<file path="src/rtl/fifo_pkg.sv">
// fifo_pkg: shared types and constants for the FIFO read-side stream adapter.
package fifo_pkg;
  typedef enum logic [1:0] {EMPTY = 2'd0, ONE = 2'd1, TWO = 2'd2} rd_state_t;
  localparam int DROP_MAX = 255;
endpackage

</file>
<file path="src/rtl/fifo_rd_stream_if.sv">
// fifo_rd_stream_if: FIFO show-ahead read port plus valid/ready stream.
//   rdata/rempty/rinc : FIFO head word, empty flag, pop strobe
//   m_data/m_valid/m_ready : outgoing stream
//   master modport = the adapter, slave modport = FIFO + stream sink
interface fifo_rd_stream_if #(parameter int DSIZE = 8);
  logic [DSIZE-1:0] rdata;
  logic             rempty;
  logic             rinc;
  logic [DSIZE-1:0] m_data;
  logic             m_valid;
  logic             m_ready;
  modport master (input rdata, rempty, m_ready, output rinc, m_data, m_valid);
  modport slave (output rdata, rempty, m_ready, input rinc, m_data, m_valid);
endinterface

</file>
<file path="src/rtl/fifo_rd_stream.sv">
// fifo_rd_stream: converts a FIFO show-ahead read port into a valid/ready stream.
//   rclk, rrst_n : read clock, async active-low reset
//   bus          : FIFO read port and stream (master modport)
//   flush        : level-sensitive discard request
//   level        : buffered words 0..2
//   pop_cnt      : words accepted downstream, wrapping
//   drop_cnt     : words discarded by flush, saturating at 255
module fifo_rd_stream
  import fifo_pkg::*;
#(
  parameter int DSIZE = 8,
  parameter int CNTW  = 16
) (
  input  logic                  rclk,
  input  logic                  rrst_n,
  fifo_rd_stream_if.master      bus,
  input  logic                  flush,
  output logic [1:0]            level,
  output logic [CNTW-1:0]       pop_cnt,
  output logic [7:0]            drop_cnt
);
  rd_state_t        state_q, state_d;
  logic [DSIZE-1:0] buf0_q, buf0_d, buf1_q, buf1_d;
  logic             valid_q;
  logic [CNTW-1:0]  pop_q;
  logic [7:0]       drop_q, drop_d;
  logic [1:0]       drop_inc;
  logic [8:0]       drop_sum;
  logic             push, take;
  assign take = valid_q & bus.m_ready;
  // Pop depends only on registered state and flush, never on m_ready; reset gates it off.
  assign push = rrst_n & ~bus.rempty & (flush | (state_q != TWO));
  always_ff @(posedge rclk or negedge rrst_n) begin
    if (!rrst_n) begin
      state_q <= EMPTY;
      valid_q <= 1'b0;
      buf0_q  <= '0;
      buf1_q  <= '0;
      pop_q   <= '0;
      drop_q  <= '0;
    end else begin
      state_q <= state_d;
      valid_q <= state_d != EMPTY;
      buf0_q  <= buf0_d;
      buf1_q  <= buf1_d;
      pop_q   <= pop_q + CNTW'(take);
      drop_q  <= drop_d;
    end
  end
  always_comb begin
    state_d = state_q;
    buf0_d  = buf0_q;
    buf1_d  = buf1_q;
    if (flush) state_d = EMPTY;
    else case (state_q)
      EMPTY: if (push) begin
        state_d = ONE;
        buf0_d  = bus.rdata;
      end
      ONE: if (push && take) buf0_d = bus.rdata;
      else if (push) begin
        state_d = TWO;
        buf1_d  = bus.rdata;
      end else if (take) state_d = EMPTY;
      TWO: if (take) begin
        state_d = ONE;
        buf0_d  = buf1_q;
      end
      default: state_d = EMPTY;
    endcase
  end
  // A word taken during flush is delivered, not dropped; a word popped during flush is dropped.
  always_comb begin
    drop_inc = state_q - {1'b0, take} + {1'b0, push};
    drop_sum = {1'b0, drop_q} + {7'b0, drop_inc};
    drop_d   = !flush ? drop_q : drop_sum > 9'(DROP_MAX) ? 8'(DROP_MAX) : drop_sum[7:0];
  end
  always_comb begin
    bus.rinc    = push;
    bus.m_valid = valid_q;
    bus.m_data  = buf0_q;
    level       = state_q;
    pop_cnt     = pop_q;
    drop_cnt    = drop_q;
  end
endmodule

</file>
<file path="src/flat_wrapper.sv">
// flat-port wrapper written by rule: the top's interface ports become plain ports
module fifo_rd_stream_flat import fifo_pkg::*;
#(
  parameter int DSIZE = 8,
  parameter int CNTW  = 16
)
  (rclk, rrst_n, flush, level, pop_cnt, drop_cnt, bus_rdata, bus_rempty, bus_m_ready, bus_rinc, bus_m_data, bus_m_valid);
  fifo_rd_stream_if #(.DSIZE(DSIZE)) bus_i ();
  input  logic rclk;
  input  logic rrst_n;
  input  logic flush;
  output logic [1:0] level;
  output logic [CNTW-1:0] pop_cnt;
  output logic [7:0] drop_cnt;
  input wire logic [$bits(bus_i.rdata)-1:0] bus_rdata;
  input wire logic [$bits(bus_i.rempty)-1:0] bus_rempty;
  input wire logic [$bits(bus_i.m_ready)-1:0] bus_m_ready;
  output wire logic [$bits(bus_i.rinc)-1:0] bus_rinc;
  output wire logic [$bits(bus_i.m_data)-1:0] bus_m_data;
  output wire logic [$bits(bus_i.m_valid)-1:0] bus_m_valid;
  assign bus_i.rdata = bus_rdata;
  assign bus_i.rempty = bus_rempty;
  assign bus_i.m_ready = bus_m_ready;
  assign bus_rinc = bus_i.rinc;
  assign bus_m_data = bus_i.m_data;
  assign bus_m_valid = bus_i.m_valid;
  fifo_rd_stream #(.DSIZE(DSIZE), .CNTW(CNTW)) u_core (.rclk(rclk), .rrst_n(rrst_n), .bus(bus_i), .flush(flush), .level(level), .pop_cnt(pop_cnt), .drop_cnt(drop_cnt));
endmodule
</file>
<file path="config.mk">
export PLATFORM = sky130hd
export DESIGN_NAME = fifo_rd_stream_flat
export DESIGN_NICKNAME = d
export VERILOG_FILES = /design/src/rtl/fifo_pkg.sv /design/src/rtl/fifo_rd_stream_if.sv /design/src/rtl/fifo_rd_stream.sv /design/src/flat_wrapper.sv
export SDC_FILE = /design/constraint.sdc
export NUM_CORES = 1
export LEC_CHECK = 0
export CAP_MARGIN = 20
export CORE_MARGIN = 5
export CORE_UTILIZATION = 35
export DETAILED_ROUTE_END_ITERATION = 8
export PLACE_DENSITY = 0.68
export SYNTH_ARGS = -nofsm -noshare
export SYNTH_HDL_FRONTEND = slang
export SYNTH_SLANG_ARGS = --single-unit
</file>
<file path="constraint.sdc">
create_clock -name rclk -period 5.55 [get_ports rclk]
set_clock_uncertainty 0.1 [all_clocks]
set_input_delay 1.11 -clock rclk [delete_from_list [all_inputs] [get_ports rclk]]
set_output_delay 1.11 -clock rclk [all_outputs]
set_load 0.05 [all_outputs]
</file>
==> summary.txt <==
GRT
  • GRT overflow: 0
  • Initial antenna violation count: 0
  • Global-route wire length before repair: 6941 um
  • Tot GR Track Use: 11.87%
  • Largest net degree at the start of global routing: 45
  • Vias in the first global route: 1,433

Place
  • Hpwl dp: 3087 um
  • GPL Wtd Cong: 0.7474
  • Dpl cell area: 2609 sq um
  • Buffers on Ports: 48

Yosys
  • Ranking of synthesized cells by area: dfrtp_1 52%, xnor2_1 6.4%, mux2_2 4.9%, mux2i_1 4.4%, ha_1 4.3%
  • Ys Warns: 0
  • Mean Syn Cell Area: 11.12 sq um
  • Syn_nets: 206
  • #FFs+latches synth: 43
  • Register area share after synthesis: 52.31%
  • Yosys cell types: 32
  • Top cell type's share of synthesized area: 52.31%
  • Mapped Area: 2057 sq um
  • Synth Instances: 185
  • Leading area contributor after synthesis: dfrtp_1

Clock tree
  • H-Tree Depth: 2
  • Clk_lat worst skew: 0.29 ns
  • Post-CTS Setup Repair Bufs: 0
  • Post-CTS sizing: 0
  • Cts hold-fix bufs: 0
  • Clock Pin Slew Worst Setup and Hold Paths: 0.08 ns
  • Max clock buf depth: 2
  • CTS sink count: 43
  • CTS Buf Count: 5
  • CTS tree: built
  • Root Buffer Master: clkbuf_8

Setup path
  • Worst setup path class: input pin to flop
  • CP endpoint kind: flop
  • FF-to-FF path depth: 14
  • CP max FO: 15
  • Signal arrival time at the worst endpoint: 4.41 ns
  • Critical Path RT: 5.63 ns
  • CP Launch Type: input pin

Pwr
  • Power Density: 415.7 nW/um^2
  • Pleak: 1.232 nW
  • Peak VDD IR: 179.8 uV

Worst hold path
  • Hold path cells: 1
  • Min-delay worst type: flop to flop

Timing
  • F_max: 0.2311 GHz
  • Final Hold Viols: 0
  • Setup tns final: 0 ns
  • Tmin final: 4.328 ns
  • Fin. max-slew vios: 0
  • Rel. slew slack: 50.05%
  • Actual transition at the worst max-transition pin: 0.7492 ns
  • Setup violations, final: 0
  • RSZ-0062 raised after global routing: no
  • Part of the cycle the worst path needs: 77.98%

Floorplanning
  • Core Footprint: 5816 sq um
  • I/O Pins: 49
  • Die Wd: 86.66 um
  • Die Y: 86.66 um
  • Starting Density: 35.37%
  • Die area: 7510 sq um
  • Row Count: 28

Final layout
  • Fill count: 570
  • Commonest non-fill, non-tap cells in the layout: 47 x clkdlybuf4s50_1, 43 x dfrtp_1, 20 x nor2_1
  • Most common cell after layout, fill and taps aside: clkdlybuf4s50_1
  • Final core utilization: 46.88%
  • # diodes: 0
  • Area Overhead vs Synth: 32.54%
  • NumNets Final: 257
  • Finished Cell Area: 2726 sq um
  • Share of post-route cells with drive strength above 1: 10.97%

Route
  • Routed vias: 1,475
  • Final ANT Viol Nets: 0
  • WL final: 4185 um
  • Drt drc: 0
  • Initial detailed-routing violation count: 55
  • Wire length per cell: 13.41 um
  • Vias per std cell: 4.728
  • TritonRoute pass-1 iters: 4

Outcome
  • Status: complete, no violations

Flow run
  • Max_cap viols: 0
==> per-layer routing <==
metal,GRT usage (%),share of wire [%],vias to the layer above
met5,0,0,-
met2,19.75,49,27
li1,-,-,737
met4,3.824,0.91,0
met3,3.137,3.6,2
met1,15.00,47,709
==> through the flow <==
stage          power (W)  setup slack, ns  cells  hold slack [ns]
2_1_floorplan  0.0007343            1.612    185           0.3786
3_3_place_gp   0.0008886           0.9781    304           0.3627
3_5_place_dp   0.0008960           0.9053    304           0.3718
4_1_cts         0.001152            1.226    312           0.3831
5_1_grt         0.001197           0.9450    312           0.4209
6_report        0.001133            1.222    312           0.3771
==> worst max-delay path: stages <==
cell and delay, ns:
clkdlybuf4s50_1 0.45, buf_4 0.20, nor2_1 0.06, or2_2 0.30
ha_1 0.28, inv_1 0.04, ha_1 0.17, xnor2_1 0.17
xnor2_1 0.16, inv_1 0.08, fa_1 0.41, nor2b_1 0.34
nand3_1 0.17, nor2_1 0.12, mux2_2 0.34
==> worst paths after layout <==
check | end | slack (ns) | from
worst max-delay path | u_core.drop_cnt[6] | 1.22 | flush
worst min-delay path | u_core.pop_cnt[15] | 0.38 | u_core.pop_cnt[15]
worst max register to register | u_core.drop_cnt[6] | 1.62 | u_core.level[0]
worst min register to register | u_core.pop_cnt[15] | 0.38 | u_core.pop_cnt[15]
max in group asynchronous | u_core.pop_cnt[2] | 4.11 | rrst_n
min in group asynchronous | u_core.drop_cnt[7] | 0.85 | rrst_n
==> registers in the layout, summed over array words and instances (netlist names) <==
name and cells:
u_core.bus.m_data 8, u_core.drop_cnt 8, u_core.bus.m_valid 1, u_core.pop_cnt 16, u_core.buf1_q 8, u_core.level 2
==> cell usage after synthesis <==
cell / count
buf_1: 1
nand3_1: 7
clkbuf_1: 2
and3_1: 2
a21oi_2: 2
nor2b_1: 1
mux2i_1: 9
inv_1: 9
or3b_4: 1
o21ai_0: 3
buf_6: 1
mux2_2: 9
ha_1: 7
xor2_1: 3
nor4b_1: 1
o22ai_1: 1
buf_2: 2
dfrtp_1: 43
nor2_1: 20
nand2_1: 10
or2_2: 2
a21o_1: 2
xnor2_1: 15
nor3_1: 2
nand2b_1: 3
a221oi_4: 1
nand4_1: 3
a21oi_1: 14
fa_1: 1
nand3b_1: 1
and4_1: 4
a31oi_1: 3
==> final cells by class <==
| type | count | area, sq um | area share, % |
|---|---|---|---|
| Sequential cell | 43 | 1076 | 39.47 |
| Multi-Input combinational cell | 127 | 914.6 | 33.55 |
| Timing Repair Buffer | 50 | 490.5 | 17.99 |
| Tap cell | 75 | 93.84 | 3.442 |
| Clock buffer | 6 | 82.58 | 3.029 |
| Clock inverter | 2 | 35.03 | 1.285 |
| Inverter | 9 | 33.78 | 1.239 |
==> cell families after synthesis <==
logic type / after synthesis / share of synthesized area (%)
muxes: 18 / 9.307
DFF: 43 / 52.31
AOI/OAI and AO/OA: 26 / 8.212
and+or+nand+nor: 57 / 14.05
xor gates and xnor gates: 18 / 7.665
buffers and inverters: 15 / 3.224
adders and majority gates: 8 / 5.231
==> report_power, final <==
part,total [W],internal (W),switching (W)
logic,0.000442,0.000159,0.000282
registers,0.000442,0.000382,0.0000603
clock network,0.000250,0.000146,0.000104
(Power assumes the default switching activity.)
